--- config.mk ---
export PLATFORM = sky130hd
export DESIGN_NAME = pwm_demodulator
export DESIGN_NICKNAME = d
export VERILOG_FILES = /design/src/rtl/dds_pkg.sv /design/src/rtl/sync_edge_detect.sv /design/src/rtl/pwm_demodulator.sv
export SDC_FILE = /design/constraint.sdc
export NUM_CORES = 1
export LEC_CHECK = 0
export CORE_MARGIN = 3
export CORE_UTILIZATION = 49
export CTS_CLUSTER_SIZE = 12
export DETAILED_ROUTE_END_ITERATION = 10
export HOLD_SLACK_MARGIN = 0.03
export PLACE_DENSITY = 0.74
export SETUP_SLACK_MARGIN = 0.4
export SKIP_LAST_GASP = 1
export SYNTH_ARGS = -nofsm -noshare
export SYNTH_HDL_FRONTEND = slang
export SYNTH_SLANG_ARGS = --single-unit
--- constraint.sdc ---
create_clock -name clock -period 2 [get_ports clock]
set_input_delay 0.4 -clock clock [delete_from_list [all_inputs] [get_ports clock]]
set_output_delay 0.4 -clock clock [all_outputs]
set_load 0.01 [all_outputs]
--- src/rtl/dds_pkg.sv ---
// dds_pkg
//   Shared types and constants for the DDS PWM link.
//   - DEFAULT_PWM_BITS : default sample width; a nominal PWM frame is 2^bits clocks
//   - demod_state_t    : pwm_demodulator FSM states
//   - NOMINAL_PERIOD   : expected frame length at the default width
//   - TIMEOUT          : clocks without a rising edge before the line is declared stuck
package dds_pkg;

  localparam int DEFAULT_PWM_BITS = 8;

  typedef enum logic [1:0] {
    IDLE,
    MEASURE,
    STUCK
  } demod_state_t;

  // Frame length for a given sample width.
  function automatic int nominal_period(input int bits);
    return 1 << bits;
  endfunction

  // Largest value of the (bits+1)-wide period counter.
  function automatic int timeout_count(input int bits);
    return (1 << (bits + 1)) - 1;
  endfunction

  localparam int NOMINAL_PERIOD = nominal_period(DEFAULT_PWM_BITS);
  localparam int TIMEOUT        = timeout_count(DEFAULT_PWM_BITS);

endpackage

--- src/rtl/sync_edge_detect.sv ---
// sync_edge_detect
//   Brings an asynchronous level into the clock domain and flags its rising edges.
//   Also reused for the push-button inputs of input_controller.
//   Ports:
//     clock  - system clock
//     reset  - asynchronous, active-low reset
//     din    - asynchronous input level
//     s      - synchronised level, time-aligned with rise
//     rise   - one-cycle pulse on each 0->1 transition of s
module sync_edge_detect #(
  parameter int SYNC_STAGES = 2
) (
  input  logic clock,
  input  logic reset,
  input  logic din,
  output logic s,
  output logic rise
);

  logic [SYNC_STAGES-1:0] sync_q;
  logic                   level_d;

  // The synchroniser chain shifts din in at the bottom; its top bit is the
  // first metastability-safe copy. The edge flag is registered rather than
  // decoded combinationally so downstream logic sees a clean flop output,
  // and the level we hand out is the delayed copy so it lines up with it.
  always_ff @(posedge clock or negedge reset) begin
    if (!reset) begin
      sync_q  <= '0;
      level_d <= 1'b0;
      rise    <= 1'b0;
    end else begin
      sync_q  <= {sync_q[SYNC_STAGES-2:0], din};
      level_d <= sync_q[SYNC_STAGES-1];
      rise    <= sync_q[SYNC_STAGES-1] & ~level_d;
    end
  end

  assign s = level_d;

endmodule

--- src/rtl/pwm_demodulator.sv ---
// pwm_demodulator
//   Receive end of the DDS PWM link. Measures the high time and the period of
//   every PWM frame and emits one reconstructed sample per frame.
//   Ports:
//     clock        - system clock (100 MHz)
//     reset        - asynchronous, active-low reset
//     enable       - 1 = measure; 0 = idle with counters cleared
//     pwm_in       - asynchronous PWM bitstream
//     sample       - high-cycle count of the last complete frame (saturating)
//     sample_valid - one-cycle strobe, coincident with sample/period_meas updates
//     period_meas  - clocks between the last two rising edges (saturating)
//     period_err   - last period_meas differed from the nominal frame length
//     stuck        - no rising edge seen for the timeout interval
module pwm_demodulator
  import dds_pkg::*;
#(
  parameter int PWM_BITS    = DEFAULT_PWM_BITS,
  parameter int SYNC_STAGES = 2
) (
  input  logic                clock,
  input  logic                reset,
  input  logic                enable,
  input  logic                pwm_in,
  output logic [PWM_BITS-1:0] sample,
  output logic                sample_valid,
  output logic [PWM_BITS:0]   period_meas,
  output logic                period_err,
  output logic                stuck
);

  localparam int                NOMINAL_INT = nominal_period(PWM_BITS);
  localparam int                TIMEOUT_INT = timeout_count(PWM_BITS);
  localparam logic [PWM_BITS:0] NOMINAL_CNT = NOMINAL_INT[PWM_BITS:0];
  localparam logic [PWM_BITS:0] TIMEOUT_CNT = TIMEOUT_INT[PWM_BITS:0];
  localparam logic [PWM_BITS-1:0] HI_MAX    = '1;

  logic                s;
  logic                rise;
  logic [PWM_BITS:0]   tot_cnt;
  logic [PWM_BITS-1:0] hi_cnt;
  demod_state_t        state;

  sync_edge_detect #(
    .SYNC_STAGES(SYNC_STAGES)
  ) u_sync_edge_detect (
    .clock(clock),
    .reset(reset),
    .din  (pwm_in),
    .s    (s),
    .rise (rise)
  );

  // Frame counters. A rising edge starts a new frame and counts itself as the
  // first clock (and first high clock) of that frame, so at the next edge the
  // counters hold exactly the period and high time. Both saturate rather than
  // wrap so a dead line never aliases into a plausible measurement.
  always_ff @(posedge clock or negedge reset) begin
    if (!reset) begin
      tot_cnt <= '0;
      hi_cnt  <= '0;
    end else if (!enable) begin
      tot_cnt <= '0;
      hi_cnt  <= '0;
    end else if (rise) begin
      tot_cnt <= (PWM_BITS+1)'(1);
      hi_cnt  <= PWM_BITS'(1);
    end else begin
      if (tot_cnt != TIMEOUT_CNT) begin
        tot_cnt <= tot_cnt + 1'b1;
      end
      if (s && (hi_cnt != HI_MAX)) begin
        hi_cnt <= hi_cnt + 1'b1;
      end
    end
  end

  // Control FSM with registered outputs. IDLE throws away the partial frame
  // that precedes the first observed edge. In MEASURE each edge publishes the
  // frame just finished; a rise on the same cycle the counter tops out is still
  // a valid frame, so the rise check comes first. Timing out reports the
  // current line level as a full-scale or zero sample and parks in STUCK until
  // the line moves again; that recovering edge only restarts measurement.
  always_ff @(posedge clock or negedge reset) begin
    if (!reset) begin
      state        <= IDLE;
      sample       <= '0;
      sample_valid <= 1'b0;
      period_meas  <= '0;
      period_err   <= 1'b0;
      stuck        <= 1'b0;
    end else if (!enable) begin
      state        <= IDLE;
      sample_valid <= 1'b0;
      stuck        <= 1'b0;
    end else begin
      sample_valid <= 1'b0;
      unique case (state)
        IDLE: begin
          if (rise) begin
            state <= MEASURE;
          end
        end
        MEASURE: begin
          if (rise) begin
            sample       <= hi_cnt;
            period_meas  <= tot_cnt;
            period_err   <= (tot_cnt != NOMINAL_CNT);
            sample_valid <= 1'b1;
          end else if (tot_cnt == TIMEOUT_CNT) begin
            state        <= STUCK;
            sample       <= s ? HI_MAX : '0;
            period_meas  <= '0;
            period_err   <= 1'b1;
            sample_valid <= 1'b1;
            stuck        <= 1'b1;
          end
        end
        STUCK: begin
          if (rise) begin
            state <= MEASURE;
            stuck <= 1'b0;
          end
        end
        default: begin
          state <= IDLE;
        end
      endcase
    end
  end

endmodule
Word level (Yosys, flattened, before mapping)
Cells that the tools add are included.
{"block": "word_totals", "latchBits": 0, "n_memories": 0, "out_inout_bits": 20, "rom_bits": 0, "ramBits": 0, "wordCells": 61, "regBits": 43}
{"block": "op_classes", "bitwise_logic": 2, "div_mod_pow": 0, "n_shift": 0, "n_mux": 26, "magnitude_cmp": 0, "n_addsub": 2, "reduce_logical": 7, "eq_ne": 13, "mul": 0}
{"operator": "two-way mux 8 bit", "count": 6}
{"operator": "two-way mux 9 bit", "count": 5}
{"operator": "!= test 9 bit (second input constant)", "count": 2}
{"operator": "adder 9 x 1 -> 9 bit (second input constant)", "count": 1}
{"operator": "equality test 9 bit (second input constant)", "count": 1}
{"operator": "two-way mux 1 bit", "count": 9}
{"operator": "!= test 3 x 1 -> 1 bit (second input constant)", "count": 3}
{"operator": "adder 8 x 1 -> 8 bit (second input constant)", "count": 1}
{"operator": "two-way mux 2 bit", "count": 4}
{"operator": "!= test 8 bit (second input constant)", "count": 1}
{"operator": "!= test 3 x 2 -> 1 bit (second input constant)", "count": 2}
{"operator": "!= test 3 bit (second input constant)", "count": 2}
{"operator": "AND reduction 3 bit", "count": 2}
{"operator": "case mux 2 bit (2 select lines)", "count": 1}
{"operator": "AND reduction 4 bit", "count": 1}
{"operator": "equality test 2 x 1 -> 1 bit (second input constant)", "count": 1}
{"operator": "equality test 2 bit (second input constant)", "count": 1}
{"operator": "logical NOT 2 bit", "count": 1}
{"operator": "case mux 1 bit (2 select lines)", "count": 1}
{"operator": "nonzero test 2 bit", "count": 1}
{"operator": "OR reduction 2 bit", "count": 1}
{"operator": "bitwise AND 1 bit", "count": 1}
{"operator": "logical AND 1 bit", "count": 1}
{"operator": "NOT 1 bit", "count": 1}

Logic depth before layout (Yosys ltp)
Gate-level depths: netlist (run 1).
{"block": "logic_depth", "depth_word": 5, "depth_mapped": 8, "depth_no_buf": 7}

By module
Synthesis (run 1) repeated with hierarchy kept, for this count alone.
{"block": "unflattened", "hier_cells": 188, "hier_area_um2": 2014.4}
{"mod": "pwm_demodulator", "cells_each": 183, "area_each_um2": 1900.6, "n_inst": 1, "seq_area_each_um2": 975.9}
{"mod": "sync_edge_detect", "cells_each": 5, "area_each_um2": 113.9, "n_inst": 1, "seq_area_each_um2": 100.1}

Least setup slack after synthesis (run 1)
OpenSTA, ideal clock, no wires.
{"block": "synth_timing", "path_kind": "register to register", "startpoint": "register tot_cnt[0]", "endpoint": "register period_err", "n_path_buf": 1, "t_required_ns": 1.875, "stages_incl_launch_ff": 8, "t_arrival_ns": 1.734, "period_less_slack_ns": 1.859, "slack_ns": 0.141, "path_cell_list": "dfrtp_1 -> ha_1 -> nand3_1 -> nor2_1 -> ha_1 -> buf_2 -> o211ai_4 -> mux2_2"}
{"block": "synth_via", "elab_chain_len": 3}
{"element": "start: declaration", "line": "pwm_demodulator.sv:39", "source": "logic [PWM_BITS:0] tot_cnt;"}
{"element": "start signal: assignment", "line": "pwm_demodulator.sv:65", "source": "tot_cnt <= (PWM_BITS+1)'(1);"}
{"element": "start signal: assignment", "line": "pwm_demodulator.sv:69", "source": "tot_cnt <= tot_cnt + 1'b1;"}
{"element": "equality test 9 bit", "line": "pwm_demodulator.sv:109", "source": "end else if (tot_cnt == TIMEOUT_CNT) begin"}
{"element": "nonzero test 2 bit (no line)"}
{"element": "AND reduction 3 bit (no line)"}
{"element": "end signal: assignment", "line": "pwm_demodulator.sv:107", "source": "period_err <= (tot_cnt != NOMINAL_CNT);"}
{"element": "end: declaration", "line": "pwm_demodulator.sv:27", "source": "output logic period_err,"}
Several ways; a longest one is shown, not always the timed one.
A chain may end at the register's enable or synchronous reset.

Final worst setup path (run 1)
{"block": "layout_timing", "startpoint": "register tot_cnt[0]", "endpoint": "register sample[1]"}
{"block": "layout_via", "elab_chain_len": 3}
{"element": "equality test 9 bit", "line": "pwm_demodulator.sv:109"}
{"element": "nonzero test 2 bit (no line)"}
{"element": "AND reduction 3 bit (no line)"}
{"element": "end signal: assignment", "line": "pwm_demodulator.sv:105", "source": "sample <= hi_cnt;"}
{"element": "end signal: assignment", "line": "pwm_demodulator.sv:111", "source": "sample <= s ? HI_MAX : '0;"}
{"element": "end: declaration", "line": "pwm_demodulator.sv:24", "source": "output logic [PWM_BITS-1:0] sample,"}
Every way passes these cells.

==> results of run 1 <==
per-stage QoR:
| step | hold WS [ps] | worst slack, ps | area [um^2] |
|---|---|---|---|
| 2_1_floorplan | 104 | 156 | 2080 |
| 4_1_cts | 193 | 282 | 2540 |
| 5_1_grt | 225 | 224 | 2610 |
| 3_5_place_dp | 343 | 143 | 2380 |
| 6_report | 178 | 284 | 2610 |
| 3_3_place_gp | 340 | 199 | 2380 |
routing by layer:
| metal | global-route usage | share of wire |
|---|---|---|
| met5 | 0 | 0 |
| met3 | 0.0446 | 0.042 |
| met1 | 0.267 | 0.47 |
| met2 | 0.288 | 0.47 |
| met4 | 0.0787 | 0.026 |
cells by family (layout without fill, tap and decap cells):
kind of cell | count (synthesis) | count (layout) | synth area share
mux | 13 | 13 | 0.0694
compound gates | 39 | 39 | 0.144
flops | 43 | 43 | 0.528
xor+xnor | 3 | 3 | 0.0129
buf+inv | 21 | 59 | 0.0510
fa+ha+maj | 4 | 4 | 0.0246
simple gates | 68 | 68 | 0.170
power by group through the flow:
stage | Sequential [mW] | Clock (mW) | Combinational, mW
after floorplan | 1.01 | 0 | 0.130
after global placement | 0.996 | 0 | 0.300
after detailed placement | 1.00 | 0 | 0.309
after CTS | 0.983 | 0.611 | 0.296
after global routing | 0.996 | 0.642 | 0.317
final | 0.985 | 0.595 | 0.294
state kept, by name, indices dropped and copies added (netlist names):
register,count
hi_cnt,8
period_err,1
period_meas,9
sample,8
sample_valid,1
state,2
stuck,1
tot_cnt,9
u_sync_edge_detect.rise,1
u_sync_edge_detect.s,1
u_sync_edge_detect.sync_q,2
placed cells by master (no fill, tap or decap), drive strengths merged:
cell type / Yosys / layout
a2111o: 3 / 3
a211oi: 2 / 2
a21oi: 11 / 11
a22o: 9 / 9
a311oi: 1 / 1
a31oi: 1 / 1
and2b: 1 / 1
and3: 5 / 5
and3b: 1 / 1
and4: 1 / 1
buf: 11 / 20
clkbuf: 1 / 8
clkdlybuf4s50: 0 / 3
dfrtp: 43 / 43
dlygate4sd2: 0 / 10
dlymetal6s2s: 0 / 9
ha: 4 / 4
inv: 9 / 9
mux2: 9 / 9
mux2i: 4 / 4
nand2: 27 / 27
nand2b: 5 / 5
nand3: 4 / 4
nand3b: 1 / 1
nand4: 4 / 4
nand4b: 1 / 1
nor2: 8 / 8
nor2b: 2 / 2
nor3: 1 / 1
nor3b: 1 / 1
nor4: 2 / 2
o211ai: 1 / 1
o21ai: 7 / 7
o21bai: 1 / 1
o311ai: 1 / 1
o41ai: 2 / 2
or3: 3 / 3
or4: 1 / 1
xnor2: 1 / 1
xor2: 2 / 2
worst min path at each step:
stage,from,slack [ps],to
2_1_floorplan,reset,100,hi_cnt[0]$_DFFE_PN0P_
3_3_place_gp,u_sync_edge_detect.sync_q[0]$_DFF_PN0_,340,u_sync_edge_detect.sync_q[1]$_DFF_PN0_
3_5_place_dp,u_sync_edge_detect.sync_q[0]$_DFF_PN0_,340,u_sync_edge_detect.sync_q[1]$_DFF_PN0_
4_1_cts,reset,190,period_meas[0]$_DFFE_PN0P_
5_1_grt,reset,230,period_meas[6]$_DFFE_PN0P_
6_report,reset,180,period_meas[8]$_DFFE_PN0P_
cell type report:
cell class / count / area (um^2) / area share
flip-flops and latches: 43 / 1080 / 0.413
multi-input cells: 127 / 948 / 0.363
repair buffers: 42 / 390 / 0.149
clock buffers: 8 / 100 / 0.0383
well taps: 48 / 60.1 / 0.0230
inverters: 9 / 33.8 / 0.0129
what timing repair did:
action | CTS | global route
endpoints found under the setup margin | 38 | 45
pin swaps | 2 | 4
setup buffers | 7 | 2
resized for setup | 16 | 17
==> flow_summary.ini, run 1 <==
[outcome]
status = finished clean

[critical_path]
critical_path_depth = 7
critical_path_peak_fanout = 8
r2r.worst_path.cells = 7
worst_path_max_delay_cell = dfrtp_1
destination_of_the_critical_timing_path = sample[1]$_DFFE_PN0P_
cp_cell_sequence = ha_4 > nand3_2 > nor2_2 > ha_4 > o211ai_4 > buf_12 > mux2_4
cp_data_arrival_time_ps = 1900
nature_of_the_critical_path_endpoint = register
cp.required_ps = 2180
crit_start = tot_cnt[0]$_DFFE_PN0P_
path_class = reg2reg
critPathBufInv = 1
rrSetupSlack_ps = 280
worstSetupStartpointType = register
timing.critical_path.mode_cell = ha_4
worst_r2r_endpoint = sample[1]$_DFFE_PN0P_
critical_path.top_delay_family = flip-flops
worst_r2r_startpoint = tot_cnt[0]$_DFFE_PN0P_
slowest_stage_delay_on_critical_path_ps = 420

[cells_and_area]
share_of_cells_above_drive_strength_1 = 0.223
postLayoutCoreUtil = 0.682
design.final.nets = 236
final-instance-count-excl-fill = 277
syn2layout_area_growth_pct = 28.2
n_fill_cell = 284
antennaDiodeCount = 0

[clock_network]
cts.path.max_buffers = 2
ctsHoldBuffers = 0
clkLatencyLatePin_ps = 290
clock_sinks = 43
cts_tree = done
cts_inserted_buffers = 5
cts_root_buffer = clkbuf_8
htree_num_levels = 2
clock_pin_transition_on_the_worst_setup_and_hold_timing_paths_ps = 70

[power_and_ir_drop]
total_switching_power_uw = 460
power.share.combinational = 0.157
power_density_mw_per_mm2 = 718
netSwitchingFraction = 0.246
p_int_mw = 1.41
share_clk_of_total_power = 0.318
p_leak_nw = 1.36
power.ir.vdd_worst_uv = 410
power.share.sequential = 0.526
post-layout-total-power_mw = 1.87

[route]
drt_pass1_iterations = 4
detailroute.via_count = 1566
route.detailed.vias_per_inst = 5.65
avgRoutedWirePerCell_um = 16.2
drcViolationCount = 0
ant_nets = 0
routed_wirelength_mm = 4.47
dr.first_iter.drc_count = 85

[yosys]
synthDominantCellAreaShare = 0.528
syn_avg_cell_area_um2 = 10.7
async_flop_share = 1.00
synth.largest_area_cell = dfrtp_1
yosys_most_used_dff = dfrtp_1
post_synth_most_frequent_cells = dfrtp_1 (43), nand2_1 (27), a21oi_1 (11)
syn-instance-count = 191
mappedNetlistArea_mm2 = 0.00204
postSynthNetCount = 199
netlist_top_cells_area = dfrtp_1 (53%), mux2_2 (5.0%), nand2_1 (5.0%)
yosys_register_bits = 43
yosysMostFrequentCell = dfrtp_1
synth_enable_flop_cells = 0
synth_warnings = 0
synth_seq_area_share = 0.528
synth.distinct_cells = 41

[floorplanning]
boundaryPins = 24
die_w_um = 70.5
site_row_count = 22
die_area_mm2 = 0.00497
die_height_um = 70.5
core_area_mm2 = 0.00383
initial_core_util = 0.532

[place]
placed_cells_incl_taps = 260
port_buffers = 23
routabilityCongestion = 0.834
dp_hpwl_mm = 2.98

[timing]
f_max_mhz = 583
transition_at_the_pin_with_the_smallest_max_transition_slack_ps = 534
timing.slew.headroom = 0.644
final.setup.tns_ps = 0
slew_violations = 0
finClkSkew_ps = 1.39
number_of_hold_slack_violations_in_the_final_timing_report = 0
clock_period_minus_final_worst_setup_slack_ps = 1720
setup_repair_after_global_routing_missed_its_margin = yes
setup-violations-final = 0
fin_crit_sh = 0.858

[worst_hold_path]
class_of_the_most_critical_hold_timing_path = in2async

[global_route]
grt_max_degree = 44
antenna_found_initial = 0
vias_in_the_first_global_route = 1554
globalRouteTotalUtil = 0.192
grt_overflow = 0
first_pass_grt_wire_length_mm = 7.58

[job]
cap_violations = 0
(Power assumes the default switching activity.)
==> run 2: changes to the inputs <==
--- a/config.mk
+++ b/config.mk
@@ -13,6 +13,7 @@
 export PLACE_DENSITY = 0.74
 export SETUP_SLACK_MARGIN = 0.4
 export SKIP_LAST_GASP = 1
+export SLEW_MARGIN = 5
 export SYNTH_ARGS = -nofsm -noshare
 export SYNTH_HDL_FRONTEND = slang
 export SYNTH_SLANG_ARGS = --single-unit
==> results of run 2 <==
Final layout, timing and power as in run 1 (identical DEF).
